`config.mk`:
```
export PLATFORM = sky130hd
export DESIGN_NAME = imem_responder
export DESIGN_NICKNAME = d
export VERILOG_FILES = /design/src/rtl/imem_responder.sv
export SDC_FILE = /design/constraint.sdc
export NUM_CORES = 2
export LEC_CHECK = 0
export BUFFER_PORTS_ARGS = -buffer_cell sky130_fd_sc_hd__buf_2
export CORE_MARGIN = 10
export CORE_UTILIZATION = 52
export CTS_CLUSTER_SIZE = 14
export DETAILED_ROUTE_END_ITERATION = 16
export PLACE_DENSITY = 0.69
export SYNTH_ARGS = -nofsm -noshare
export SYNTH_HDL_FRONTEND = slang
export SYNTH_SLANG_ARGS = --single-unit
```
`constraint.sdc`:
```
create_clock -name clk -period 4.3 [get_ports clk]
set_input_delay 0.645 -clock clk [delete_from_list [all_inputs] [get_ports clk]]
set_output_delay 0.645 -clock clk [all_outputs]
set_load 0.005 [all_outputs]
```
`src/rtl/imem_responder.sv`:
```
// Instruction-memory responder: loads a program over a valid/ready stream,
// then serves the fetch stage with a 1-cycle registered read and releases core_hold.
module imem_responder #(
  parameter int          DEPTH    = 128,
  parameter logic [31:0] NOP_WORD = 32'h0000_0000
) (
  input  logic        clk,
  input  logic        rst,
  input  logic [6:0]  IMaddra,
  output logic [31:0] IMdouta,
  input  logic        ld_valid,
  input  logic [31:0] ld_data,
  input  logic        ld_last,
  output logic        ld_ready,
  input  logic        run_go,
  output logic        core_hold,
  output logic [7:0]  ld_count,
  output logic        ld_overflow,
  output logic [15:0] fetch_count
);

  typedef enum logic [1:0] {
    S_IDLE = 2'd0,
    S_LOAD = 2'd1,
    S_RUN  = 2'd2
  } state_e;

  localparam logic [7:0] DEPTH_C = 8'(DEPTH);

  logic [31:0] mem [DEPTH];

  state_e      state_q, state_d;
  logic [7:0]  wr_ptr_q, wr_ptr_d;
  logic        ovf_q, ovf_d;
  logic [15:0] fetch_cnt_q, fetch_cnt_d;
  logic [31:0] dout_q, dout_d;
  logic        ld_ready_q, ld_ready_d;
  logic        core_hold_q, core_hold_d;
  logic        xfer_s;
  logic        we_s;
  logic [31:0] mem_rd_s;

  assign mem_rd_s = mem[IMaddra];

  // Next-state, pointer, counters and read data.
  always_comb begin
    state_d     = state_q;
    wr_ptr_d    = wr_ptr_q;
    ovf_d       = ovf_q;
    fetch_cnt_d = fetch_cnt_q;
    dout_d      = NOP_WORD;
    we_s        = 1'b0;
    xfer_s      = ld_valid && ld_ready_q;
    case (state_q)
      S_IDLE: begin
        if (xfer_s) begin
          we_s     = 1'b1;
          wr_ptr_d = 8'd1;
          state_d  = ld_last ? S_RUN : S_LOAD;
        end else if (run_go && !ld_valid) begin
          state_d = S_RUN;
        end else begin
          state_d = S_IDLE;
        end
      end
      S_LOAD: begin
        if (xfer_s) begin
          // The pointer stops at DEPTH; excess words only flag overflow.
          if (wr_ptr_q < DEPTH_C) begin
            we_s     = 1'b1;
            wr_ptr_d = wr_ptr_q + 8'd1;
          end else begin
            ovf_d = 1'b1;
          end
          state_d = ld_last ? S_RUN : S_LOAD;
        end else begin
          state_d = S_LOAD;
        end
      end
      S_RUN: begin
        dout_d = mem_rd_s;
        if (fetch_cnt_q != 16'hFFFF) begin
          fetch_cnt_d = fetch_cnt_q + 16'd1;
        end else begin
          fetch_cnt_d = fetch_cnt_q;
        end
      end
      default: begin
        state_d = S_IDLE;
      end
    endcase
    ld_ready_d  = (state_d != S_RUN);
    core_hold_d = (state_d != S_RUN);
  end

  // Control and output registers with synchronous reset.
  always_ff @(posedge clk) begin
    if (rst) begin
      state_q     <= S_IDLE;
      wr_ptr_q    <= 8'd0;
      ovf_q       <= 1'b0;
      fetch_cnt_q <= 16'd0;
      dout_q      <= NOP_WORD;
      ld_ready_q  <= 1'b0;
      core_hold_q <= 1'b1;
    end else begin
      state_q     <= state_d;
      wr_ptr_q    <= wr_ptr_d;
      ovf_q       <= ovf_d;
      fetch_cnt_q <= fetch_cnt_d;
      dout_q      <= dout_d;
      ld_ready_q  <= ld_ready_d;
      core_hold_q <= core_hold_d;
    end
  end

  // Program storage; deliberately not reset so run_go can reuse old contents.
  always_ff @(posedge clk) begin
    if (we_s && !rst) begin
      mem[wr_ptr_q[6:0]] <= ld_data;
    end
  end

  assign IMdouta     = dout_q;
  assign ld_ready    = ld_ready_q;
  assign core_hold   = core_hold_q;
  assign ld_count    = wr_ptr_q;
  assign ld_overflow = ovf_q;
  assign fetch_count = fetch_cnt_q;

endmodule

```
Yosys cells after proc, flatten, opt, wreduce, memory -nomap -nowiden. Memories as Yosys holds them, arrays and structs flattened. A register that Yosys moved wholly into a read port is not among the register bits. Cells that the tools add are included.

Register bits after elaboration: 29. RAM bits: 4096. Output and inout bits: 59. Logic and storage cells: 45. Memories kept: 1.

Add/sub/neg operators: 2. $lt $le $gt $ge: 1. Equal/unequal tests: 7. Muxes and demuxes: 15. Bitwise gates (word level): 2. Reductions and logical operators: 11.

Memory list: mem (words 128, bits a word 32, rd ports 1, clocked after Yosys merged registers in 1, write ports 1, line 30) `logic [31:0] mem [DEPTH];`.

Operators by type and width (number): $mux W8 (3); $add A16 B1 Y16 const B (1); $ne A16 B16 Y1 const B (1); $pmux W8 S2 (1); $add A8 B1 Y8 const B (1); $lt A8 B8 Y1 const B (1); $mux W2 (4); $ne A2 B2 Y1 const B (4); $pmux W2 S3 (1); $mux W1 (5); $reduce_and A4 Y1 (1); $logic_and A1 B1 Y1 (3); $reduce_and A3 Y1 (1); $eq A2 B1 Y1 const B (1); $eq A2 B2 Y1 const B (1); $logic_not A1 Y1 (2); $logic_not A2 Y1 (1); $not A1 Y1 (2); $pmux W1 S2 (1); $reduce_and A2 Y1 (1); $reduce_bool A2 Y1 (1); $reduce_or A2 Y1 (1).

Longest topological paths before layout.
Depth in word-level cells: 7. Mapped depth: 12.

Worst setup path before layout. No wires, ideal clock.

Path kind: input to register. Start point: input ld_valid. End point: memory mem[127][0], enable pin. Arrival: 2.992 ns. Data required time: 3.879 ns. Slack: 0.887 ns. Cell stages on the path: 5. Path buffers: 1. Cell sequence: nand3b_1 > a21oi_1 > nand3_1 > clkbuf_1 > nor2_1.

Longest elaborated chain between the ends: 6. Elaborated cells on any way between the ends: 7.

RTL lines: from (decl) (line 11) `input logic ld_valid,`; $logic_and A1 B1 Y1 * (line 53) `xfer_s = ld_valid && ld_ready_q;`; $mux W1 (on tied branches) (line 67, 56); $pmux W1 S2 * (line 54) `case (state_q)`; $logic_and A1 B1 Y1 * (line 119) `if (we_s && !rst) begin`; $mux W1 * (line 119); $mux W1 (implied by the code) * (line 120) `mem[wr_ptr_q[6:0]] <= ld_data;`; to (decl) (line 30).

Mark *: on every way between the ends. The rest lies on a longest branch, timed or not.

Worst setup path after layout.
Start point: register state_q[0]. End point: register dout_q[14], in the netlist IMdouta[14], read port of mem.

Longest elaborated chain between the ends: 3.

RTL lines: from (decl) (line 32) `state_e state_q, state_d;`; from (signal assigned) (line 107) `state_q <= state_d;`; $eq A2 B2 Y1 (line 54); $not A1 Y1 (no line); $reduce_or A2 Y1 (no line); to (decl) (line 36) `logic [31:0] dout_q, dout_d;`.

Every way passes these cells. A chain may end at the register's enable or synchronous reset.

==> summary.md <==
| Metric | Value |
|---|---|
| Status | finished, final reports clean |
| Total grt overflow | 0 |
| Reg2reg setup slack | 0.71 ns |
| Fin crit share | 83.54% |
| Count of final hold-check violations | 0 |
| Synth Area in Compound Gates | 2.807% |
| Avg Inst Size Synth | 22.44 sq um |
| Register share of total power | 53.8% |
| DP Area | 167,800 sq um |
| Hold Path Class | in -> reg |
| Layout cells sized above 1 | 31.29% |
| Fin area | 180,800 sq um |
| Final-stage net count | 7,746 |
| Vias in the first global route | 79,275 |
| Metal-1 WL | 155,600 microns |
| Mean number of vias per cell | 6.592 |
| Lkg Pwr | 56.81 nW |
| Detailed placer's ending HPWL | 261,500 microns |
| Switch share | 21.06% |
| RePlAce Congestion | 0.8425 |
| CP max stage cell | nor4_1 |
| Post-Synth XOR/XNOR Area | 0.08317% |
| CTS Root Cell | clkbuf_16 |
| Top fanout value on the critical path | 12 |
| Final core occ | 59.78% |
| Post-synth top area share | 77.87% |
| Initial Utilization | 52.21% |
| Met2 wire length | 204,800 microns |
| Setup repair after global routing missed its margin | false |
| Hold Path End | ld_ready |
| CP Data Arrival Time | 4.39 ns |
| Crit path kind | reg -> reg |
| Pwr/cell area | 458.1 nW/um^2 |
| Drt initial violations | 11,764 |
| Most used DFF post-synth | edfxtp_1 |
| Cell Rows | 202 |
| Period minus WS final | 3.592 ns |
| Area leader, netlist | edfxtp_1 |
| Htree depth | 5 |
| Tightest Pin Transition | 1.411 ns |
| Worst setup SP type | flip-flop |
| DR DRC count | 0 |
| Area contributors post-synth | edfxtp_1 (78%), mux4_2 (13%), mux2_2 (1.9%), mux2i_1 (1.2%), o22ai_1 (0.96%) |
| Comb power frac | 4.3% |
| Layout fillers | 20,508 |
| Largest family of logic cells by synthesized area | multiplexers |
| Synth Area in Adders | 0.01584% |
| Post-route ant nets | 0 |
| Met3 wire length | 50,650 microns |
| Power share of the clock group | 41.9% |
| Die height | 571.2 microns |
| Reg2reg path depth | 8 |
| Initial antenna violation count | 50 |
| Ys async rst share | 0% |
| DIE AREA | 326,200 sq um |
| FF-to-FF End | IMdouta[14] |
| CP dominant cell by count | buf_4 |
| Cts repair resizes | 0 |
| Cts bufs inserted | 411 |
| Slew headroom | 5.485% |
| Syn nets | 7,085 |
| Worst clock skew | 0.07438 ns |
| Max Slew Vio Count | 0 |
| Layout area overhead | 14.49% |
| Switching Power | 0.01744 W |
| P_int | 0.06539 W |
| Maxcap violations | 0 |
| Min-Delay Startpoint | run_go |
| Clk slew on worst S/H paths | 0.06 ns |
| TritonCTS clock tree | built |
| Hold Slack | 0.1110 ns |
| GRT Total Usage | 26.48% |
| EDFF count, synth | 4,096 |
| Largest net degree at the start of global routing | 117 |
| Multiplexer share of the synthesized area | 15.65% |
| Die width | 571.2 microns |
| Fmax | 278.4 MHz |
| Max VDD drop | 0.3456 mV |
| Clock tree buffer depth | 4 |
| Worst Hold Depth | 4 |
| # port buffers | 102 |
| Worst-skew pair later-pin latency | 0.97 ns |
| First-pass GRT wire length | 613,300 microns |
| Synthesis-stage register bit count | 4,157 |
| Routed vias | 79,430 |
| Final setup viols | 0 |
| Synth unique cells | 53 |
| CORE AREA | 302,500 sq um |
| Tot Pwr | 0.08284 W |
| Ports | 103 |
| Synth Instances | 7,039 |
| Register area share after synthesis | 78.64% |
| Synth Area in Simple Gates | 1.503% |
| Max stage delay on crit path | 1.11 ns |
| Netlist Area Pre-Place | 158,000 sq um |
| First-pass iteration count of the detailed router | 6 |
| Post-CTS Setup Bufs | 0 |
| Crit. End Element | flip-flop |
| CP cell instances | buf_4 > or3b_2 > nor4_2 > buf_4 > buf_4 > a22o_1 > nor4_1 > nand4b_1 |
| Syn. warnings | 0 |
| Clk sinks | 4,157 |
| Top Layer Used | met5 |
| R2R Path Start | state_q[0] |
| CP required | 5.10 ns |
| Routed Wire Length | 436,400 microns |
| Wire length per cell | 36.22 microns |
-- power by group through the flow --
stage | logic (W) | clock network [W] | registers, W
2_1_floorplan | 0.00179 | 0 | 0.0454
3_3_place_gp | 0.00347 | 0 | 0.0454
3_5_place_dp | 0.00355 | 0 | 0.0454
4_1_cts | 0.00356 | 0.0351 | 0.0446
5_1_grt | 0.00373 | 0.0367 | 0.0445
6_report | 0.00355 | 0.0347 | 0.0446
-- synth_stat cells, drive strengths merged, types with 10 or more instances --
cell and n:
a22oi 170, clkbuf 144, dfxtp 61, a221oi 32
nand3 26, xnor2 10, mux2i 182, nor2 218
mux4 880, nor4 12, a21oi 74, buf 245
edfxtp 4096, or3 66, a211oi 25, inv 23
a22o 45, nor2b 24, nand4b 22, or4 20
a31oi 33, nand2 38, o22ai 242, mux2 273
-- how the worst max path moves through the flow --
stage	slack (ns)	end	cells after the start	start
2_1_floorplan	0.89	mem[127][0]	5	ld_valid
3_3_place_gp	-1.25	IMdouta[7]	8	IMaddra[0]
3_5_place_dp	0.14	IMdouta[14]	8	IMaddra[1]
4_1_cts	0.83	mem[21][28]	7	state_q[0]
5_1_grt	0.70	mem[21][28]	7	state_q[0]
6_report	0.71	IMdouta[14]	8	state_q[0]
-- cells in the final DEF, fill, tap and decap left out, types with 24 or more instances in the layout --
cell       count
a211oi_1      24
a21oi_1       74
a221oi_1      32
a22o_1        45
a22oi_1      170
a31oi_1       33
buf_12        82
buf_2         66
buf_4        485
bufinv_16     28
clkbuf_1     110
clkbuf_16    413
clkinv_1      86
clkinv_2      74
dfxtp_1       61
diode_2       27
edfxtp_1    4096
mux2_2       273
mux2i_1      182
mux4_2       880
nand2_1       35
nor2_1        87
nor2_4       131
o22ai_1      242
or3_1         66
-- cells by family (layout without fill, tap and decap cells) --
group                      count (synthesis)  count (layout)
muxes                                   1335            1335
xor gates and xnor gates                  15              15
AOI/OAI and AO/OA                        646             646
other                                      0              27
buffers and inverters                    412            1418
DFF                                     4157            4157
adders and majority gates                  2               2
and+or+nand+nor                          472             472
-- layer usage --
layer	track usage [%]	up-vias
met3	6.440	888
met4	12.52	38
li1	-	31349
met5	0	-
met2	41.29	5032
met1	35.60	42123
-- layout make-up --
type	count	area, sq um	share of cell area, %
inverter	23	91.34	0.05051
clock inverter	226	2131	1.178
timing repair buffer	637	5655	3.127
tap	3978	4977	2.752
sequential	4157	124200	68.69
clock buffer	532	10870	6.012
multi-input combinational	2470	32830	18.16
antenna	27	67.56	0.03736
-- state kept, by name, summed over array words and instances (netlist names) --
name / flops
ld_count: 8
core_hold: 1
ld_overflow: 1
fetch_count: 16
IMdouta: 32
ld_ready: 1
mem: 4096
state_q: 2
-- repair_timing --
item / in CTS / in global routing
hold buffers: 2 / 0
setup endpoints to repair: 0 / 0
hold endpoints to repair: 3 / 0
-- critical path, delay by kind of cell, from the launching register on --
family,cells,cell delay [ns]
buffers and inverters,3,0.82
and+or+nand+nor,4,1.50
DFF,1,0.79
AOI/OAI and AO/OA,1,0.25
-- per-stage QoR --
step	std cells	setup WS, ns	TNS [ns]
final	12050	0.7080	0
after global routing	12033	0.6987	0
after CTS	12023	0.8278	0
after detailed placement	11263	0.1450	0
after global placement	11262	-1.251	-1.251
after floorplan	7039	0.8865	0
Power figures use the tool's default switching activity.
